--- src/rtl/uart_pkg.sv ---
// Shared UART definitions: FSM state encoding and default frame constants.
// Used by both the transmitter and the receiver so their frame formats match.
package uart_pkg;

  typedef enum logic [2:0] {
    IDLE,
    START,
    DATA,
    PARITY,
    STOP
  } state_t;

  localparam int DEF_OS      = 16;
  localparam int DEF_DBIT    = 8;
  localparam int DEF_SB_TICK = 16;

  // Counter width able to hold 0..n-1, never narrower than one bit.
  function automatic int cnt_w(input int n);
    return (n > 1) ? $clog2(n) : 1;
  endfunction

endpackage

--- src/rtl/uart_tx.sv ---
// UART transmitter: start bit, DBIT data bits LSB-first, optional parity, stop.
// Paced by a 16x oversample tick; the line driver is registered so tx is glitch-free.
// Optional parity bit enabled by defining UART_TX_PARITY_EN (sense set by PARITY_ODD).
module uart_tx
  import uart_pkg::*;
#(
  parameter int DBIT       = DEF_DBIT,
  parameter int OS         = DEF_OS,
  parameter int SB_TICK    = DEF_SB_TICK,
  parameter int PARITY_ODD = 0
) (
  input  logic            clk,
  input  logic            reset,
  input  logic            s_tick,
  input  logic            tx_start,
  input  logic [DBIT-1:0] din,
  output logic            tx,
  output logic            tx_busy,
  output logic            tx_done_tick
);

  localparam int S_MAX = (OS > SB_TICK) ? OS : SB_TICK;
  localparam int S_W   = cnt_w(S_MAX);
  localparam int N_W   = cnt_w(DBIT);

  localparam logic [S_W-1:0] OS_LAST = S_W'(OS - 1);
  localparam logic [S_W-1:0] SB_LAST = S_W'(SB_TICK - 1);
  localparam logic [N_W-1:0] N_LAST  = N_W'(DBIT - 1);

  state_t          state_reg, state_next;
  logic [S_W-1:0]  s_reg, s_next;
  logic [N_W-1:0]  n_reg, n_next;
  logic [DBIT-1:0] b_reg, b_next;
  logic            tx_reg, tx_next;
  logic            done;
  logic            p_bit;

`ifdef UART_TX_PARITY_EN
  logic p_reg, p_next;

  assign p_bit = p_reg;
`else
  // PARITY is unreachable in this build; the level is never driven onto the line.
  assign p_bit = (PARITY_ODD != 0);
`endif

  // State, counters, shift register and line driver; everything returns to idle on reset.
  always_ff @(posedge clk) begin
    if (reset) begin
      state_reg <= IDLE;
      s_reg     <= '0;
      n_reg     <= '0;
      b_reg     <= '0;
      tx_reg    <= 1'b1;
`ifdef UART_TX_PARITY_EN
      p_reg     <= 1'b0;
`endif
    end else begin
      state_reg <= state_next;
      s_reg     <= s_next;
      n_reg     <= n_next;
      b_reg     <= b_next;
      tx_reg    <= tx_next;
`ifdef UART_TX_PARITY_EN
      p_reg     <= p_next;
`endif
    end
  end

  // Next-state, counter updates and the line level the next state will drive.
  always_comb begin
    state_next = state_reg;
    s_next     = s_reg;
    n_next     = n_reg;
    b_next     = b_reg;
    done       = 1'b0;
    tx_next    = 1'b1;
`ifdef UART_TX_PARITY_EN
    p_next     = p_reg;
`endif

    case (state_reg)
      IDLE: begin
        // A tick coinciding with accept is deliberately not counted.
        if (tx_start) begin
          b_next     = din;
          s_next     = '0;
          state_next = START;
`ifdef UART_TX_PARITY_EN
          p_next     = (^din) ^ (PARITY_ODD != 0);
`endif
        end
      end
      START: begin
        if (s_tick) begin
          if (s_reg == OS_LAST) begin
            s_next     = '0;
            n_next     = '0;
            state_next = DATA;
          end else begin
            s_next = s_reg + S_W'(1);
          end
        end
      end
      DATA: begin
        if (s_tick) begin
          if (s_reg == OS_LAST) begin
            s_next = '0;
            b_next = b_reg >> 1;
            if (n_reg == N_LAST) begin
`ifdef UART_TX_PARITY_EN
              state_next = PARITY;
`else
              state_next = STOP;
`endif
            end else begin
              n_next = n_reg + N_W'(1);
            end
          end else begin
            s_next = s_reg + S_W'(1);
          end
        end
      end
`ifdef UART_TX_PARITY_EN
      PARITY: begin
        if (s_tick) begin
          if (s_reg == OS_LAST) begin
            s_next     = '0;
            state_next = STOP;
          end else begin
            s_next = s_reg + S_W'(1);
          end
        end
      end
`endif
      STOP: begin
        if (s_tick) begin
          if (s_reg == SB_LAST) begin
            done       = 1'b1;
            state_next = IDLE;
          end else begin
            s_next = s_reg + S_W'(1);
          end
        end
      end
      default: state_next = IDLE;
    endcase

    // Line level follows the state being entered, so it changes on the same edge.
    case (state_next)
      START:   tx_next = 1'b0;
      DATA:    tx_next = b_next[0];
      PARITY:  tx_next = p_bit;
      default: tx_next = 1'b1;
    endcase
  end

  assign tx           = tx_reg;
  assign tx_busy      = (state_reg != IDLE);
  assign tx_done_tick = done & ~reset;

endmodule

--- config.mk ---
export PLATFORM = sky130hd
export DESIGN_NAME = uart_tx
export DESIGN_NICKNAME = d
export VERILOG_FILES = /design/src/rtl/uart_pkg.sv /design/src/rtl/uart_tx.sv
export SDC_FILE = /design/constraint.sdc
export NUM_CORES = 1
export LEC_CHECK = 0
export BUFFER_PORTS_ARGS = -buffer_cell sky130_fd_sc_hd__buf_2
export CAP_MARGIN = 20
export CORE_MARGIN = 2
export CORE_UTILIZATION = 54
export CTS_CLUSTER_SIZE = 28
export DETAILED_ROUTE_END_ITERATION = 12
export PLACE_DENSITY = 0.87
export SLEW_MARGIN = 20
export SYNTH_ARGS = -nofsm -noshare
export SYNTH_HDL_FRONTEND = slang
export SYNTH_SLANG_ARGS = --single-unit
--- constraint.sdc ---
create_clock -name clk -period 2.27 [get_ports clk]
set_input_delay 0.227 -clock clk [delete_from_list [all_inputs] [get_ports clk]]
set_output_delay 0.227 -clock clk [all_outputs]
set_load 0.05 [all_outputs]
Word level (Yosys, flattened, before mapping). Index checks and enable logic that the tools add are counted.

Register bits: 19. Bits of input ports: 12. Output and inout port bits: 3.

$add $sub $neg: 2. Equal/unequal tests: 17. Muxes and demuxes: 29. Bitwise gates (word level): 2. Reductions and logical operators: 10.

Operator list (count): $mux 3 (13); $mux 8 (3); $mux 4 (5); $ne 2x2->1 const B (8); $pmux 8 s2 (1); $pmux 3 s4 (1); $pmux 4 s3 (1); $eq 3x2->1 const B (3); $eq 3x1->1 const B (2); $eq 3x3->1 const B (2); $pmux 3 s2 (1); $reduce_and 6->1 (1); $reduce_bool 3->1 (2); $reduce_and 5->1 (1); $add 4x1->4 const B (1); $eq 4x4->1 const B (1); $reduce_and 4->1 (1); $reduce_bool 2->1 (2); $reduce_or 2->1 (2); $add 3x1->3 const B (1); $logic_not 3->1 (1); $mux 1 (3); $ne 2x1->1 const B (1); $pmux 1 s2 (1); other kinds (2) (2).

Longest topological paths before layout. Gate-level depths: netlist of run 1.

Depth after elaboration: 8. Mapped depth: 7.

Worst setup path before layout of run 1. OpenSTA, ideal clock, no wires.

Path kind: register -> output. Start point: reg s_reg[0]. End point: out tx_done_tick. Data arrival time: 1.975 ns. Setup slack: 0.068 ns. Cell stages (with the launch flop): 4. Buffers on the path: 0. Cells stage by stage: dfxtp_1 -> ha_1 -> nand4_1 -> nor3_1.

Word-level cells in the longest chain between the ends: 5.

Ends and longest elaborated chain: from (decl) (RTL line uart_tx.sv:31) `logic [S_W-1:0] s_reg, s_next;`; from (signal assigned) (RTL line uart_tx.sv:60) `s_reg <= s_next;`; $eq 4x4->1 (RTL line uart_tx.sv:138) `if (s_reg == SB_LAST) begin`; $mux 1 (RTL line uart_tx.sv:138); $mux 1 (RTL line uart_tx.sv:137) `if (s_tick) begin`; $mux 1 (RTL line uart_tx.sv:82) `case (state_reg)`; $and 1x1->1 (RTL line uart_tx.sv:160) `assign tx_done_tick = done & ~reset;`; to (decl) (RTL line uart_tx.sv:19) `output logic tx_done_tick`.

No other way between the ends.

Final worst setup path of run 1. Ends and elaborated chain as after synthesis.

==> results_dict.tcl, run 1 <==
set metrics [dict create \
    grt_pass1_wl_um 3060 \
    root_buffer "clkbuf_4" \
    critPathSlowestCell "dfxtp_1" \
    rsz0062_at_grt "no" \
    synthesis.nets 127 \
    power.density_nw_per_um2 553 \
    maxCapViolCount 0 \
    dr.pass1.iters 4 \
    clockBufferDepth 2 \
    cts_tree "done" \
    crit_chain "ha_1 > nand4_1 > nor3_1 > buf_2" \
    drtIter0Drc 19 \
    clock-sinks 19 \
    routedWlPerCell_um 12.2 \
    fin_tns_setup_ps 0 \
    setup_viol 0 \
    die_h_um 47.2 \
    crit_type "reg2out" \
    die_area_um2 2220 \
    cpPeakStageDelay_ps 390 \
    portBuffers 14 \
    vdd_drop_max_mv 0.412 \
    status "completed" \
    yosys.cell_types.count 39 \
    fmax_ghz 0.481 \
    post-cts-setup-buffers 0 \
    worstMarginPinSlew_ps 540 \
    hold_viol 0 \
    hold_buffers 0 \
    layout_min_cycle_time_ps 2080 \
    crit_required_ps 2040 \
    multi_input_area_um2 576 \
    clk_pin_slew_ps 100 \
    final-max-slew-violation-count 0 \
    rr_worst_depth 6 \
    ctsResizeCount 0 \
    critPathTopFamily "simple AND/OR/NAND/NOR gates" \
    dp_slack_ps 389 \
    clk_latency_ps 290 \
    core_um2 1750 \
    startpoint_type "flip-flop" \
    power_leakage_nw 0.427 \
    die_x_um 47.2 \
    drive_gt1_share_pct 21.6 \
    endpoint_kind "output pin" \
    grt-ovfl-total 0 \
    synth-seq-cells 19 \
    antenna_found_initial 0 \
    post-route-period-util_pct 91.5 \
    num_vias 831 \
    power.total_uw 608 \
    drc 0 \
    whs_path_depth 3 \
    yosys_warnings 0 \
    area_growth_pct 9.33 \
    yosysSeqAreaShare_pct 37.8 \
    crit_arrival_ps 1850 \
    netlist_area_um2 1010 \
    grt_use_total_pct 19.3 \
    num-nets-final 141 \
    fill_cells 152 \
    finClkSkew_ps 0.735 \
    diodes 0 \
    grt_max_degree 23 \
    ant_nets 0 \
    rows 15 \
    place_hpwl_um 1380 \
    critPathBufInv 1 \
    hp-class "in2reg" \
    initial_utilization_pct 57.6 \
    vias_per_cell 5.54 \
    critPathMaxFanout 6 \
    cp_num_cells 4 \
    relSlewSlack_pct 64.0 \
    place.gp.congestion 0.813 \
    wirelength_um 1840 \
    htreeDepth 1 \
    synth_cells 112 \
    io_pins 15 \
    fin_ws_ps 193 \
    grt_pass1_vias 712 \
    syn_avg_cell_area_um2 8.98 \
    cts_buffers 3 \
    regArea_um2 380 \
    largest_register_ff_count 8 \
]
## metal layers
metal	routed length (µm)	vias up	global-route usage, %	share of wire (%)
met2	875	22	29.9	48
met3	82	2	3.46	4.5
met4	10	0	8.33	0.54
met5	0	-	0	0
li1	-	432	-	-
met1	868	375	26.2	47
## metrics by stage
step / std cells / hold slack [ps] / utilization (%) / area (µm²)
after floorplan: 112 / 363 / - / 1010
after global placement: 146 / 444 / 61.4 / 1070
after detailed placement: 146 / 448 / 61.4 / 1070
after CTS: 150 / 157 / 63.0 / 1100
after global routing: 150 / 163 / 63.0 / 1100
final: 150 / 175 / 63.0 / 1100
## final timing paths
kind / slack [ps] / endpoint / startpoint
setup / recovery: 190 / tx_done_tick / s_reg[0]
hold / removal: 170 / b_reg[7] / din[7]
setup reg to reg: 400 / n_reg[0] / n_reg[0]
hold reg to reg: 460 / b_reg[1] / b_reg[1]
## final cells by class
| cell class | instances | area share [%] |
|---|---|---|
| tap | 25 | 2.84 |
| inverter | 2 | 0.683 |
| multi-input combinational | 85 | 52.3 |
| sequential | 19 | 34.6 |
| timing repair buffer | 15 | 7.05 |
| clock inverter | 1 | 0.455 |
| clock buffer | 3 | 2.05 |
## cell usage after synthesis
| master | count | area (µm²) |
|---|---|---|
| buf_6 | 2 | 22.5 |
| clkbuf_1 | 2 | 7.51 |
| nor2_4 | 1 | 11.3 |
| nand2_1 | 8 | 30.0 |
| and4_1 | 1 | 8.76 |
| and2_1 | 1 | 6.26 |
| inv_1 | 2 | 7.51 |
| o2bb2ai_1 | 1 | 8.76 |
| or3b_4 | 1 | 11.3 |
| a311oi_2 | 1 | 15.0 |
| buf_4 | 1 | 7.51 |
| o221ai_4 | 1 | 26.3 |
| and3_1 | 2 | 12.5 |
| nor3b_2 | 1 | 12.5 |
| nand3b_1 | 3 | 22.5 |
| nor4b_2 | 1 | 15.0 |
| a221o_1 | 1 | 10.0 |
| buf_2 | 1 | 5.00 |
| mux2i_1 | 2 | 20.0 |
| a211oi_2 | 1 | 12.5 |
| nand4_1 | 1 | 6.26 |
| nor2b_1 | 2 | 12.5 |
| a21oi_1 | 14 | 70.1 |
| a21o_1 | 1 | 7.51 |
| nand4b_1 | 1 | 8.76 |
| xnor2_1 | 1 | 8.76 |
| nor2_1 | 10 | 37.5 |
| a22oi_1 | 6 | 45.0 |
| nand2b_1 | 6 | 37.5 |
| nor3_1 | 1 | 5.00 |
| or3b_1 | 1 | 8.76 |
| o21ai_1 | 2 | 10.0 |
| or3b_2 | 1 | 8.76 |
| o31ai_1 | 1 | 7.51 |
| o21ai_0 | 2 | 10.0 |
| nand3_1 | 5 | 25.0 |
| or3_1 | 1 | 6.26 |
| dfxtp_1 | 19 | 380 |
| ha_1 | 3 | 37.5 |
## cell families after synthesis
logic type	Yosys count	synth area share [%]
buffers and inverters	8	4.98
AO/OA/AOI/OAI	31	22.1
adder cells (fa/ha/maj)	3	3.73
XOR/XNOR	1	0.871
AND/OR/NAND/NOR	48	28.5
flip-flops	19	37.8
multiplexers	2	1.99
## placed cells by master, fill, tap and decap left out, drive strengths merged, types with 4 or more instances in the layout
cell type	instances
nand3	5
nand2b	6
a22oi	6
dfxtp	19
buf	15
o21ai	4
nand2	8
a21oi	14
nor2	11
## power breakdown
group          leakage, nW  internal, mW  switching, mW
logic                0.254        0.0339         0.0523
clock network       0.0177        0.0655          0.100
registers            0.155         0.347        0.00969
total                0.427         0.446          0.162
## worst reg2reg max path: stages, from the launching register on
cell	delay, ps
dfxtp_1	340
ha_1	200
ha_1	200
or3b_1	360
a211oi_2	370
mux2i_1	240
nor2_1	50
(Power assumes the default switching activity.)
==> inputs of run 2 (changes only) <==
Settings changed: REMOVE_ABC_BUFFERS from default to 1.
==> run 2 against run 1 <==
Against the previous run: worst setup slack better by 2.9 ps; highest routed layer unchanged; clock power rose by 2%; sequential cell count unchanged; sequential power about the same; clock-buffer cell count up 1; fmax up 0.14%; critical path depth did not move; global-route usage rose by 0.27 points; total power up 0.87%.
==> results_dict.tcl, run 2 (synthesized netlist as in run 1, its figures left out) <==
set metrics [dict create \
    grt_use_total_pct 19.5 \
    fin_tns_setup_ps 0 \
    status "completed" \
    core_um2 1750 \
    largest_register_ff_count 8 \
    hp-class "in2reg" \
    power.density_nw_per_um2 558 \
    r2r_slack_ps 390 \
    maxCapViolCount 0 \
    place.gp.congestion 0.812 \
    critPathBufInv 1 \
    relSlewSlack_pct 66.8 \
    power_leakage_nw 0.424 \
    post-route-period-util_pct 91.4 \
    crit_type "reg2out" \
    final-max-slew-violation-count 0 \
    clk_latency_ps 290 \
    grt-ovfl-total 0 \
    endpoint_kind "output pin" \
    routedWlPerCell_um 13.0 \
    place_hpwl_um 1430 \
    whs_path_depth 3 \
    fmax_ghz 0.482 \
    ctsResizeCount 0 \
    layout_common_cells "19 x dfxtp_1, 14 x a21oi_1, 14 x buf_2, 10 x nor2_1, 8 x nand2_1" \
    critPathSlowestCell "dfxtp_1" \
    root_buffer "clkbuf_4" \
    critPathMaxFanout 6 \
    holdWs_ps 164 \
    portBuffers 14 \
    rows 15 \
    grt_max_degree 23 \
    diodes 0 \
    cts_tree "done" \
    clockBufferDepth 2 \
    crit_arrival_ps 1850 \
    cpPeakStageDelay_ps 380 \
    setup.worst_path.start "s_reg[0]" \
    clk_pin_slew_ps 100 \
    antenna_found_initial 0 \
    clock-sinks 19 \
    multi_input_area_um2 576 \
    wirelength_um 1950 \
    drtIter0Drc 21 \
    setup_viol 0 \
    final_common_cell "dfxtp_1" \
    rr_worst_depth 6 \
    hold_viol 0 \
    vias_per_cell 5.63 \
    fill_cells 164 \
    reg2reg_to "n_reg[0]" \
    area_growth_pct 9.20 \
    worstMarginPinSlew_ps 498 \
    htreeDepth 1 \
    layout_min_cycle_time_ps 2070 \
    startpoint_type "flip-flop" \
    post-cts-setup-buffers 0 \
    drc 0 \
    die_h_um 47.2 \
    crit_chain "ha_1 > nand4_1 > nor3_1 > buf_2" \
    grt_pass1_wl_um 3110 \
    r2r-start "n_reg[0]" \
    ant_nets 0 \
    crit_required_ps 2040 \
    grt_pass1_vias 751 \
    hold_buffers 0 \
    dr.pass1.iters 4 \
    io_pins 15 \
    rsz0062_at_grt "no" \
    regArea_um2 380 \
    dp_slack_ps 406 \
    initial_utilization_pct 57.6 \
    die_x_um 47.2 \
    min_to "b_reg[7]" \
    finClkSkew_ps 0.960 \
    critPathTopFamily "simple AND/OR/NAND/NOR gates" \
    vdd_drop_max_mv 0.374 \
    hold_path_startpoint "din[7]" \
    fin_ws_ps 195 \
    num_vias 845 \
    drive_gt1_share_pct 20.8 \
    num-nets-final 141 \
    cts_buffers 3 \
    power.total_uw 614 \
    die_area_um2 2220 \
]
-- run 2: changes by cell type in the layout (fill, tap and decap cells not counted) --
cell and change:
clkinv_2 -1, clkbuf_1 +1
-- run 2: worst min-delay path, delay by kind of cell --
kind | cells | cell delay [ps]
buffers and inverters | 1 | 90
AO/OA/AOI/OAI | 1 | 50
AND/OR/NAND/NOR | 1 | 50
-- run 2: layout make-up --
cell class	instances	share of cell area [%]
Clock buffer	4	2.39
Inverter	2	0.683
Multi-Input combinational cell	85	52.4
Sequential cell	19	34.6
Tap cell	25	2.85
Timing Repair Buffer	15	7.06
-- run 2: worst max-delay path by stage --
stage / cells after the start / slack, ps / endpoint
after floorplan: 2 / 50 / tx_done_tick
after global placement: 6 / 470 / n_reg[0]
after detailed placement: 6 / 410 / n_reg[0]
after CTS: 4 / 190 / tx_done_tick
after global routing: 4 / 70 / tx_done_tick
final: 4 / 200 / tx_done_tick
-- run 2: metal layers --
metal  global-route usage (%)  up-vias  wire length (µm)
li1                         -      430                 -
met1                     25.8      386               923
met2                     31.8       27               934
met3                     2.31        2                83
met4                     8.89        0                12
met5                        0        -                 0
-- run 2: where the power goes --
group	switching [mW]	leakage [nW]	internal, mW
registers	0.0103	0.155	0.347
logic	0.0530	0.254	0.0339
clock network	0.101	0.0150	0.0684
-- run 2: per-stage QoR --
stage	cell area, µm²	std cells	util [%]
after floorplan	963	106	-
after global placement	1070	146	61.4
after detailed placement	1070	146	61.4
after CTS	1100	150	62.9
after global routing	1100	150	62.9
final	1100	150	62.9
==> inputs of run 3 (changes only) <==
Settings changed: CORE_UTILIZATION 54 to 35, PLACE_DENSITY 0.87 to 0.64.
==> run 3 against run 2 <==
Against the previous run: sequential power about the same; clock-buffer cell count decreased by 1; global-route usage decreased by 6.8 points.
==> results_dict.tcl, run 3 (synthesized netlist as in run 1, its figures left out) <==
set metrics [dict create \
    drtIter0Drc 10 \
    clk_pin_slew_ps 110 \
    io_pins 15 \
    post-route-period-util_pct 90.0 \
    layout_common_cells "19 x dfxtp_1, 14 x a21oi_1, 14 x buf_2, 10 x nor2_1, 8 x nand2_1" \
    r2r-start "n_reg[0]" \
    stdcell_count 156 \
    fmax_ghz 0.489 \
    r2r_slack_ps 380 \
    num-nets-final 141 \
    grt_max_degree 23 \
    rsz0062_at_grt "no" \
    ctsResizeCount 0 \
    reg2reg_to "n_reg[0]" \
    routedWlPerCell_um 12.3 \
    die_x_um 57.6 \
    area_growth_pct 10.1 \
    vdd_drop_max_mv 0.351 \
    fin_ws_ps 226 \
    num_vias 847 \
    relSlewSlack_pct 66.7 \
    rr_worst_depth 6 \
    root_buffer "clkbuf_4" \
    drive_gt1_share_pct 21.6 \
    critPathMaxFanout 6 \
    place_hpwl_um 1430 \
    core_um2 2730 \
    status "completed" \
    initial_utilization_pct 36.8 \
    die_h_um 57.6 \
    crit_required_ps 2040 \
    dp_slack_ps 390 \
    fin_tns_setup_ps 0 \
    dr.pass1.iters 4 \
    dpl-instance-area_um2 1080 \
    power.density_nw_per_um2 555 \
    holdWs_ps 168 \
    worstMarginPinSlew_ps 499 \
    power.total_uw 615 \
    power_leakage_nw 0.427 \
    fill_cells 272 \
    finClkSkew_ps 5.29 \
    hold_viol 0 \
    cts_buffers 3 \
    die_area_um2 3320 \
    grt_use_total_pct 12.7 \
    maxCapViolCount 0 \
    hp-class "in2reg" \
    setup.worst_path.start "s_reg[0]" \
    grt-ovfl-total 0 \
    crit_arrival_ps 1820 \
    diodes 0 \
    multi_input_area_um2 576 \
    hold_buffers 0 \
    final_area_um2 1110 \
    layout_min_cycle_time_ps 2040 \
    placedCellCount 152 \
    crit_end "tx_done_tick" \
    rows 19 \
    endpoint_kind "output pin" \
    place.gp.congestion 0.757 \
    post-cts-setup-buffers 0 \
    crit_type "reg2out" \
    ant_nets 0 \
    htreeDepth 1 \
    grt_pass1_vias 803 \
    final_common_cell "dfxtp_1" \
    regArea_um2 380 \
    setup_viol 0 \
    clockBufferDepth 2 \
    wirelength_um 1930 \
    startpoint_type "flip-flop" \
    hold_path_startpoint "din[7]" \
    utilization_pct 40.5 \
    clock-sinks 19 \
    clk_latency_ps 290 \
    drc 0 \
    antenna_found_initial 0 \
    final-max-slew-violation-count 0 \
    grt_pass1_wl_um 3410 \
    portBuffers 14 \
    largest_register_ff_count 8 \
    vias_per_cell 5.43 \
    cts_tree "done" \
]
run 3: layout make-up:
class	instances	area share, %
Multi-Input combinational cell	85	52.0
Sequential cell	19	34.4
Timing Repair Buffer	15	7.01
Tap cell	31	3.50
Clock buffer	3	2.03
Inverter	2	0.678
Clock inverter	1	0.452
run 3: worst max-delay path: stages (launching register included):
cell and delay [ps]:
dfxtp_1 400, ha_1 250, nand4_1 330, nor3_1 250, buf_2 290
run 3: layer usage:
metal / wire (µm) / track usage (%) / vias to the layer above
met5: 0 / 0 / -
met1: 956 / 16.5 / 396
met4: 0 / 3.99 / 0
met3: 64 / 2.90 / 0
li1: - / - / 441
met2: 906 / 21.1 / 10
run 3: report_power, final:
| group | leakage, nW | total, mW | switching [mW] | internal [mW] |
|---|---|---|---|---|
| Sequential | 0.155 | 0.357 | 0.00998 | 0.347 |
| Combinational | 0.254 | 0.0865 | 0.0525 | 0.0341 |
| Clock | 0.0177 | 0.172 | 0.106 | 0.0655 |
| Total | 0.427 | 0.615 | 0.169 | 0.446 |
run 3: how the worst min path moves through the flow:
stage                     to  depth (start not counted)
floorplan           s_reg[3]                          1
global placement    b_reg[1]                          2
detailed placement  b_reg[4]                          2
CTS                 b_reg[7]                          3
global route        b_reg[7]                          3
finish              b_reg[7]                          3
